## config.mk

```make
export PLATFORM = sky130hd
export DESIGN_NAME = fp_left_normalizer
export DESIGN_NICKNAME = d
export VERILOG_FILES = /design/src/rtl/fp_left_normalizer.sv
export SDC_FILE = /design/constraint.sdc
export NUM_CORES = 1
export LEC_CHECK = 0
export BUFFER_PORTS_ARGS = -buffer_cell sky130_fd_sc_hd__buf_2
export CAP_MARGIN = 15
export CORE_MARGIN = 5
export CORE_UTILIZATION = 40
export CTS_CLUSTER_DIAMETER = 200
export CTS_CLUSTER_SIZE = 28
export DETAILED_ROUTE_END_ITERATION = 12
export PLACE_DENSITY = 0.73
export SLEW_MARGIN = 25
export SYNTH_ARGS = -nofsm -noshare
export SYNTH_HDL_FRONTEND = slang
export SYNTH_SLANG_ARGS = --single-unit
```

## constraint.sdc

```tcl
create_clock -name clk -period 2.38 [get_ports clk]
set_input_delay 0.476 -clock clk [delete_from_list [all_inputs] [get_ports clk]]
set_output_delay 0.476 -clock clk [all_outputs]
set_load 0.02 [all_outputs]
```

## src/rtl/fp_left_normalizer.sv

```systemverilog
// fp_left_normalizer: multi-cycle leading-zero left normalizer for 48-bit mantissas with denormal floor.
// Optional out_sticky port (OR of final m[23:0]) enabled by defining LSHIFT_STICKY_EN.
module fp_left_normalizer (
  input  logic        clk,
  input  logic        rst,
  input  logic        in_valid,
  output logic        in_ready,
  input  logic [47:0] in_mant,
  input  logic [7:0]  in_exp,
  output logic        out_valid,
  input  logic        out_ready,
  output logic [22:0] out_frac,
  output logic [7:0]  out_exp,
`ifdef LSHIFT_STICKY_EN
  output logic        out_sticky,
`endif
  output logic [5:0]  out_shift
);
  typedef enum logic [1:0] {IDLE, SHIFT, DONE} state_t;
  state_t state, state_n;
  logic [47:0] m, m_n;
  logic [7:0] e, e_n;
  logic [5:0] cnt, cnt_n;
  logic load;
  assign in_ready = state == IDLE;
  // when load is set, the *_n values are exactly the final result to publish
  always_comb begin
    state_n = state;
    m_n = m;
    e_n = e;
    cnt_n = cnt;
    load = 1'b0;
    case (state)
      IDLE: if (in_valid) begin
        m_n = in_mant;
        e_n = in_exp;
        cnt_n = 6'd0;
        load = in_mant == 48'd0 || in_exp == 8'd0;
        state_n = load ? DONE : SHIFT;
      end
      SHIFT: if (m[47] || e <= 8'd1) begin
        state_n = DONE;
        load = 1'b1;
      end else if (m[47:40] == 8'd0 && e > 8'd8) begin
        m_n = m << 8;
        e_n = e - 8'd8;
        cnt_n = cnt + 6'd8;
      end else begin
        m_n = m << 1;
        e_n = e - 8'd1;
        cnt_n = cnt + 6'd1;
      end
      DONE: state_n = out_ready ? IDLE : DONE;
      default: state_n = IDLE;
    endcase
  end
  always_ff @(posedge clk) begin
    if (rst) begin
      state <= IDLE;
      m <= '0;
      e <= '0;
      cnt <= '0;
      out_valid <= 1'b0;
      out_frac <= '0;
      out_exp <= '0;
      out_shift <= '0;
`ifdef LSHIFT_STICKY_EN
      out_sticky <= 1'b0;
`endif
    end else begin
      state <= state_n;
      m <= m_n;
      e <= e_n;
      cnt <= cnt_n;
      out_valid <= state_n == DONE;
      if (load) begin
        out_frac <= m_n[46:24];
        out_exp <= m_n[47] ? e_n : 8'd0;
        out_shift <= cnt_n;
`ifdef LSHIFT_STICKY_EN
        out_sticky <= |m_n[23:0];
`endif
      end
    end
  end
endmodule

```

After elaboration in Yosys (flattened, before gate mapping). Cells that the tools add are included.

$add $sub $neg: 4. $lt $le $gt $ge: 2. Eq/ne operators: 5. Muxes and demuxes: 21. Reduce and logical (&&, ||, !) cells: 9.

Operator list (count): two-way mux 48 bit (3); case mux 48 bit (2 select lines) (1); logical NOT 48 bit (1); two-way mux 8 bit (4); two-way mux 6 bit (3); logical NOT 8 bit (2); case mux 8 bit (2 select lines) (1); case mux 6 bit (2 select lines) (1); greater-than comparator 8 x 4 -> 1 bit, second input constant (1); <= comparator 8 x 1 -> 1 bit, second input constant (1); two-way mux 2 bit (4); subtractor 8 x 1 -> 8 bit, second input constant (1); subtractor 8 x 4 -> 8 bit, second input constant (1); adder 6 x 1 -> 6 bit, second input constant (1); adder 6 x 4 -> 6 bit, second input constant (1); case mux 2 bit (3 select lines) (1); == test 2 bit, second input constant (2); != test 2 bit, second input constant (2); AND reduction 3 bit (1); == test 2 x 1 -> 1 bit, second input constant (1); logical NOT 2 bit (1); logical OR 1 bit (2); two-way mux 1 bit (2); case mux 1 bit (2 select lines) (1); 2 further kinds (2).

Bits in registers: 102. Bits of input ports: 60. Output and inout bits: 39. Logic and storage cells: 50.

Depth between registers and ports, before layout. Gate-level depths: netlist of the first run.

Depth in word-level cells: 6. Gate-level depth with buffers: 10. Mapped depth without buffers: 8.

Least setup slack after synthesis of the first run. No wires, ideal clock.

Path type: reg2reg. From: register e[0]. To: register out_frac[10]. Setup time: 134 ps. Arrival time: 2177 ps. Data required time: 2246 ps. Setup slack: 69 ps. Stages on the path, launching flop included: 11. Buffers on the path: 2. Cells stage by stage: dfxtp_1 inv_1 ha_1 or2_0 clkbuf_1 a311oi_2 nor2_1 buf_2 a22o_1 a21oi_1 a211oi_1.

Cells in the longest elaborated chain, start to end: 5. Elaborated cells on any way between the ends: 9.

RTL lines: start, declared (RTL line 22) `logic [7:0] e, e_n;`; start signal, assigned (RTL line 73) `e <= e_n;`; greater-than comparator 8 x 4 -> 1 bit (RTL line 44) `end else if (m[47:40] == 8'd0 && e > 8'd8) begin`; logical AND 1 bit (RTL line 44); two-way mux 48 bit (RTL line 44); two-way mux 48 bit (RTL line 41) `SHIFT: if (m[47] || e <= 8'd1) begin`; case mux 48 bit (2 select lines) (RTL line 33) `case (state)`; end signal, assigned (RTL line 77) `out_frac <= m_n[46:24];`; end, declared (RTL line 12) `output logic [22:0] out_frac,`.

Parallel ways exist; a longest one is shown, timed or not. The select of a mux whose other input is x is not followed. A chain may end at the register's enable or synchronous reset.

Worst setup path after layout of the first run. Same ends and word-level chain as after synthesis.

==> results of run 1 <==
per-layer routing:
metal | global-route usage | part of all wire | vias up
met2 | 0.314 | 0.43 | 249
met5 | 0 | 0 | -
met1 | 0.307 | 0.45 | 2312
met4 | 0.0907 | 0.031 | 0
met3 | 0.0454 | 0.088 | 37
li1 | - | - | 2331
Yosys cell counts, types with 6 or more instances:
library cell and number:
nand4_1 6, o211ai_1 15, a22oi_1 32, dfxtp_1 102
a211oi_1 16, nand2_1 47, mux2i_1 15, buf_2 14
nor4_1 22, clkbuf_1 24, nor2_1 48, inv_1 9
o21ai_0 7, ha_1 6, mux2_2 24, o22a_1 20
nand3_1 30, a21oi_1 44
final timing paths:
| check | slack, ps | cells past startpoint | end |
|---|---|---|---|
| worst max-delay path | 140 | 10 | out_frac[10]$_SDFFE_PP0P_ |
| worst min register to register | 470 | 2 | m[8]$_SDFFE_PP0P_ |
| worst min-delay path | 400 | 3 | m[0]$_SDFFE_PP0P_ |
| worst max register to register | 140 | 10 | out_frac[10]$_SDFFE_PP0P_ |
state kept, by name (all words and copies together) (netlist names):
| signal | count |
|---|---|
| m | 48 |
| out_frac | 23 |
| e | 8 |
| out_exp | 8 |
| cnt | 6 |
| out_shift | 6 |
| state | 2 |
| out_valid | 1 |
critical path: cells and delay by family, from the launching register on:
kind / cells / cell delay, ps
buffers and inverters: 3 / 410
multiplexers: 1 / 280
flip-flops: 1 / 380
AND/OR/NAND/NOR: 2 / 280
AO/OA/AOI/OAI: 3 / 560
adder cells (fa/ha/maj): 1 / 210
cell usage in the layout (no fill, tap or decap), drive strengths merged, types with 9 or more instances in the layout:
cell    count
a211oi     16
a21oi      44
a22oi      32
buf       153
clkbuf     13
dfxtp     102
inv         9
mux2       24
mux2i      15
nand2      48
nand3      30
nor2       48
nor4       23
o211ai     15
o22a       20
logic make-up (layout without fill, tap and decap cells):
| group | Yosys count | after routing | share of synthesized area |
|---|---|---|---|
| and+or+nand+nor | 174 | 174 | 0.170 |
| buffers and inverters | 54 | 178 | 0.0458 |
| DFF | 102 | 102 | 0.418 |
| AOI/OAI and AO/OA | 173 | 173 | 0.256 |
| xor gates and xnor gates | 5 | 5 | 0.00896 |
| adders and majority gates | 6 | 6 | 0.0154 |
| muxes | 39 | 39 | 0.0860 |
through the flow:
step           hold slack, ps  setup WS [ps]  std cells  area [µm²]  power, mW
6_report                  403            139        824        6170       5.72
3_3_place_gp              452          -65.0        807        5830       4.21
4_1_cts                   397           35.5        822        6120       5.65
2_1_floorplan             439           68.8        553        4890       3.45
3_5_place_dp              461           -126        807        5830       4.23
5_1_grt                   415           6.17        824        6170       5.99
layout make-up:
cell class,instances,area [µm²]
Clock buffer,13,260
Clock inverter,2,17.5
Fill cell,1121,5840
Inverter,10,37.5
Multi-Input combinational cell,397,2690
Sequential cell,102,2040
Tap cell,147,184
Timing Repair Buffer,153,941
power groups by stage:
stage                     clock network (mW)  registers (mW)  logic [mW]
after floorplan                            0            2.26        1.19
after detailed placement                   0            2.18        2.06
after global placement                     0            2.18        2.04
after CTS                               1.42            2.14        2.08
after global routing                    1.50            2.18        2.31
final                                   1.41            2.15        2.16
repair_timing:
action,CTS,global route
endpoints found under the setup margin,10,32
hold buffers,0,0
hold endpoints to repair,0,0
buffers inserted,0,2
pin swaps,1,2
gates resized for setup,3,10
==> impl_summary.md, run 1 <==
STA
Measured against its own limit, the worst slew margin works out to 0.621. At the pin with the least slew margin, the transition time is 566 ps. The number of max-slew violations in the final report was 0. The achievable frequency is 0.446 GHz. The final critical path time including I/O delays and setup is 2240 ps. The final setup violation count is 0. The final number of hold-violating endpoints is 0. Setup repair after global routing left no endpoint under its margin. In the final timing run, aggregate negative setup slack is 0 ps.

Of the available clock period, the critical path in the final layout requires 0.942. For the final database, setup skew stands at 4.41 ps.

Worst setup path
STA classifies the critical path endpoint as a flop. The data arrival time of the critical path is 2460 ps. The startpoint kind of the worst setup timing path is a flop. The timing startpoint of the critical path is e[0]$_SDFF_PP0_. The peak fanout along the critical path is 11. The critical path is of the flop to flop type. The startpoint identified for the worst register-to-register timing path is e[0]$_SDFF_PP0_.

The required time at the endpoint of the critical path is 2600 ps. The largest single stage delay on the critical path is 380 ps. The signal on the critical path passes through inv_1, ha_1, buf_4, nand2b_1, a21bo_2, nand2_2, buf_12, mux2_2, a21oi_2, a211oi_1. The cell type of the slowest stage on the worst timing path is dfxtp_1.

Power and ir drop
The internal power of the cells totals 3.64 mW. The share of total power dissipated in combinational logic is 0.377. Across the VDD grid, the largest voltage drop is 0.000395 V. The analysis attributes to net switching a power of 2.08 mW. The fraction of power spent switching nets is 0.364. Power spread over the standard cell area amounts to 926 nW/µm².

The analysis attributes to cell leakage a power of 2.65 nW. The share of total power dissipated in the clock network is 0.247. Of the total power, registers draw 0.376.

Clock tree
The root buffer cell chosen for the clock tree is clkbuf_16. Clock-pin slew was measured on the worst setup and hold paths at 70 ps. The number of H-tree levels is 3. The number of clock sinks is 102. The TritonCTS clock tree is built.

The total clock buffers created by CTS is 9. The later-pin clock latency in the skew report is 340 ps. The clock passes through at most 2 buffers.

Synth
Of the post-synthesis cell area, the dominant cell type holds 0.418. By area the synthesized netlist is led by dfxtp_1, mux2_2, a22oi_1, a21oi_1, nor2_1. dfxtp_1 takes more of the synthesized area than any other cell. When the netlist entered floorplanning its net count stood at 619. The post-synthesis async set-or-reset flop share is 0. Dividing the synthesized area by the synthesized cell count gives 8.84 µm². In this run, synthesis inferred 0 flip-flops with an integrated enable. The Yosys step of the flow raised 0 warnings. For this run, the leading register cell type out of synthesis is dfxtp_1.

The gate count after technology mapping is 553. The count of state elements after synthesis is 102. The fraction of the yosys area taken by sequential cells is 0.418. In this run the cell area of the synthesized design comes to 4890 µm².

In this run, distinct cell masters in the synthesized netlist total 55.

Job
The tool flagged a number of max-cap violations equal to 0.

GRT
The initial antenna violation count was 0. The total overflow left after global routing is 0. The number of global-route vias before repair is 4657. In the global route stage, overall resource usage came out at 0.215. The wire length of the first global-routing pass is 25.0 mm.

The pin count of the biggest net entering global routing is 42.

Floorplan
In this run the core area contains 40 standard-cell rows. The die covers 14500 µm². The die outline width is 121 µm.

The top-level port count is 99. The total area inside the core boundary comes to 12000 µm². The initial utilization of the core area, before any placement, comes to 0.407.

The vertical extent of the die is 121 µm.

Placement
The post-detailed-placement half-perimeter wirelength is 11.8 mm. Port buffering added 98 buffers. The routability congestion estimate from global placement is 0.927.

Detailed routing
In the final routed layout, each cell accounts on average for 19.4 µm. The violation count after the first detailed-routing iteration is 408. For this block, the routed nets add up to 15.9 mm of wire.

The number of detailed-routing iterations run before antenna repair is 5. In this run the remaining antenna-violating nets after routing total 0. The number of DRC violations after detailed routing is 0. The vias after detailed routing is 4929. After detailed routing, the number of vias per cell comes to 5.98.

Layout
In the final design database the tool counted 739 nets. The final core area utilization is 0.514. The number of antenna diodes is 0. The fraction of final layout cells with drive strength greater than 1 is 0.310. From synthesis to final layout, the design area changed by 26.4%.

Hold path
The class of the most critical hold timing path is input pin to flop. The startpoint identified for the worst hold timing path is in_mant[0].

Status
The flow ran to the end, and the final reports show no timing, DRC or antenna violations.
Power figures use the tool's default switching activity.
==> run 2: changes to the inputs <==
--- a/config.mk
+++ b/config.mk
@@ -12,6 +12,7 @@
 export CTS_CLUSTER_DIAMETER = 200
 export CTS_CLUSTER_SIZE = 28
 export DETAILED_ROUTE_END_ITERATION = 12
+export GPL_TIMING_DRIVEN = 0
 export PLACE_DENSITY = 0.73
 export SLEW_MARGIN = 25
 export SYNTH_ARGS = -nofsm -noshare
==> run 2 against run 1 <==
Core utilization fell by 0.66 points. Cell area decreased by 1.3%. Sequential share of layout area up 0.51 points. Cell count decreased by 1.1%. Non-clock buffer count fell by 8. Largest cell class unchanged. Largest power group is now sequential cells. Highest routed layer unchanged.
==> impl_summary.md, run 2 (synthesized netlist as in run 1, its figures left out) <==
Worst setup path
The required time at the endpoint of the critical path is 2620 ps (was 2600 ps). The startpoint kind of the worst setup timing path was a flop (unchanged). The beginning of the worst register-to-register path is e[1]$_SDFF_PP0_ (was e[0]$_SDFF_PP0_). The data arrival time of the critical path is 2550 ps (was 2460 ps). The destination of the worst register-to-register timing path is out_shift[4]$_SDFFE_PP0P_ (was out_frac[10]$_SDFFE_PP0P_). The worst-case reg-to-reg path depth is 10 (unchanged). The peak fanout along the critical path is 10 (was 11). The kind of critical path is flop to flop (unchanged). The register-to-register setup slack is 70 ps (was 140 ps). The capturing element type of the critical path is a flop (unchanged).

GRT
The initial antenna violation count was 0 (unchanged). The pin count of the biggest net entering global routing is 16 (was 42). The wire length of the first global-routing pass is 25.9 mm (was 25.0 mm). The residual overflow from global routing came to 0 (unchanged). The overall global routing resource usage is 0.225 (was 0.215).

The number of global-route vias before repair is 4834 (was 4657).

Detailed routing
The vias after detailed routing is 5115 (was 4929). The final wirelength is 16.9 mm (was 15.9 mm). The routed length per placed instance is 20.7 µm (was 19.4 µm). The number of DRC violations after detailed routing is 0 (unchanged). The final antenna-violating net count is 0 (unchanged). The violation count after the first detailed-routing iteration is 542 (was 408).

The number of detailed-routing iterations run before antenna repair is 5 (unchanged). The via density per instance is 6.28 (was 5.98).

Clock tree
The number of H-tree levels was 3 (unchanged). The cts-stage hold buffer count is 0 (unchanged). The total clock buffers created by CTS is 9 (unchanged). The cell at the root of the clock tree is clkbuf_16 (unchanged).

The number of clock sinks is 102 (unchanged). The clock input transition at the sequential cells of the worst setup and hold paths is 70 ps (about the same). The TritonCTS clock tree is built (unchanged). The later-pin clock latency in the skew report is 350 ps (was 340 ps). The maximum buffer depth of the clock tree is 2 (unchanged).

Power and ir drop
The leakage power figure is 2.55 nW (was 2.65 nW). The post-layout total power is 5.68 mW (was 5.72 mW). The maximum ir drop on the vdd rail is 0.000440 V (was 0.000395 V). The power density of the placed cells was 932 nW/µm² (was 926 nW/µm²).

Layout
The growth of design area from synthesis to finish is 24.7% (was 26.4%). The most flop-heavy register is m (unchanged). The fraction of final layout cells with drive strength greater than 1 was 0.299 (was 0.310). Largest registers: m: 48 flops, out_frac: 23 flops (unchanged). The number of antenna diodes came to 0 (unchanged). The final net count was 731 (was 739).

The final core area utilization is 0.507 (was 0.514). The final instance area is 6090 µm² (was 6170 µm²). Most frequent cells in the layout: buf_2, dfxtp_1, nor2_1, nand2_1, a21oi_1 (was dfxtp_1, buf_2, buf_4). The flip-flop count of the largest register, all copies and words added is 48 (unchanged). The commonest non-fill, non-tap cell in the layout is buf_2 (was dfxtp_1).

Floorplan
The area of the core region is 12000 µm² (unchanged). The cell row count was 40 (unchanged). The vertical extent of the die was 121 µm (unchanged). The area enclosed by the die boundary is 14500 µm² (unchanged). The starting density of the core is 0.407 (unchanged). The top-level port count is 99 (unchanged).

The die outline width is 121 µm (unchanged).

Job
The total of max-cap violations is 0 (unchanged).

Status
Outcome: completed (unchanged).

Hold path
The class of the most critical hold timing path is input pin to flop (unchanged). The number of cells on the worst hold path was 3 (unchanged). The launch instance of the worst min-delay path is in_mant[0] (unchanged). The endpoint of the worst hold-timing path is m[0]$_SDFFE_PP0P_ (unchanged).

STA
The achievable frequency came to 0.432 GHz (was 0.446 GHz). The worst hold slack is 398 ps (was 403 ps). The final number of hold-violating endpoints came to 0 (unchanged). The headroom to the max-slew limit came to 0.587 (was 0.621). The setup skew after layout is 6.04 ps (was 4.41 ps).

The number of max-slew violations in the final report is 0 (unchanged). The final setup violation count is 0 (unchanged). The final critical-path share of the clock period was 0.972 (was 0.942). The final critical path time including I/O delays and setup came to 2310 ps (was 2240 ps).

The slew of the pin with the lowest slew margin is 613 ps (was 566 ps).

Placement
The number of input and output port buffers inserted came to 98 (unchanged). The post-detailed-placement cell area is 5560 µm² (was 5830 µm²). The post-detailed-placement half-perimeter wirelength is 12.5 mm (was 11.8 mm). The routability congestion estimate from global placement came to 0.932 (was 0.927).
## run 2: changes by cell type in the layout (fill, tap and decap cells not counted), sizes merged
cell,delta
clkinvlp,+1
buf,-31
clkbuf,+21
## run 2: power by group
group	internal (mW)	leakage (nW)	total, mW	switching [mW]
Sequential	1.95	0.836	2.17	0.216
Combinational	0.842	1.58	2.12	1.28
Clock	0.755	0.133	1.39	0.639
Total	3.55	2.55	5.68	2.13
## run 2: area by class of cell
class                   count  area, µm²
repair buffers            103        536
flip-flops and latches    102       2050
plain buffers              42        251
inverters                  10       37.5
clock buffers              11        253
fillers                  1107       5920
well taps                 147        184
multi-input cells         397       2770
clock inverters             3       21.3
## run 2: timing repair
action,in CTS,in global routing
resized for setup,29,45
endpoints found under the setup margin,94,71
buffers inserted,4,1
pin swaps,4,4
## run 2: critical path, cell delays in order, from the launching register on
cell      delay, ps
dfxtp_2         360
inv_1            90
ha_1            210
or2_0           190
buf_2           170
a311oi_4        270
buf_6           170
buf_4           200
buf_4           230
o22ai_2         120
o22a_1          170
## run 2: worst max path at each step
stage               startpoint                        end  slack, ps  cells past startpoint
6_report       e[1]$_SDFF_PP0_  out_shift[4]$_SDFFE_PP0P_         70                     10
3_5_place_dp   e[0]$_SDFF_PP0_  out_frac[10]$_SDFFE_PP0P_       -710                     10
2_1_floorplan  e[0]$_SDFF_PP0_  out_frac[10]$_SDFFE_PP0P_         70                     10
4_1_cts        e[1]$_SDFF_PP0_    out_exp[0]$_SDFFE_PP0P_          1                     10
5_1_grt        e[1]$_SDFF_PP0_  out_frac[20]$_SDFFE_PP0P_        -40                     10
3_3_place_gp   e[0]$_SDFF_PP0_  out_frac[10]$_SDFFE_PP0P_       -660                     10
## run 2: layer usage
layer / vias to the layer above / wire, µm / GRT usage
li1: 2306 / - / -
met4: 0 / 612 / 0.102
met3: 53 / 1650 / 0.0491
met1: 2443 / 7010 / 0.296
met5: - / 0 / 0
met2: 313 / 7610 / 0.353
## run 2: through the flow
step           worst slack (ps)  TNS [ps]  instances
6_report                   66.7         0        815
5_1_grt                   -43.7      -460        815
4_1_cts                    1.42         0        815
3_5_place_dp               -710    -40210        798
3_3_place_gp               -657    -34890        798
2_1_floorplan              68.8         0        553
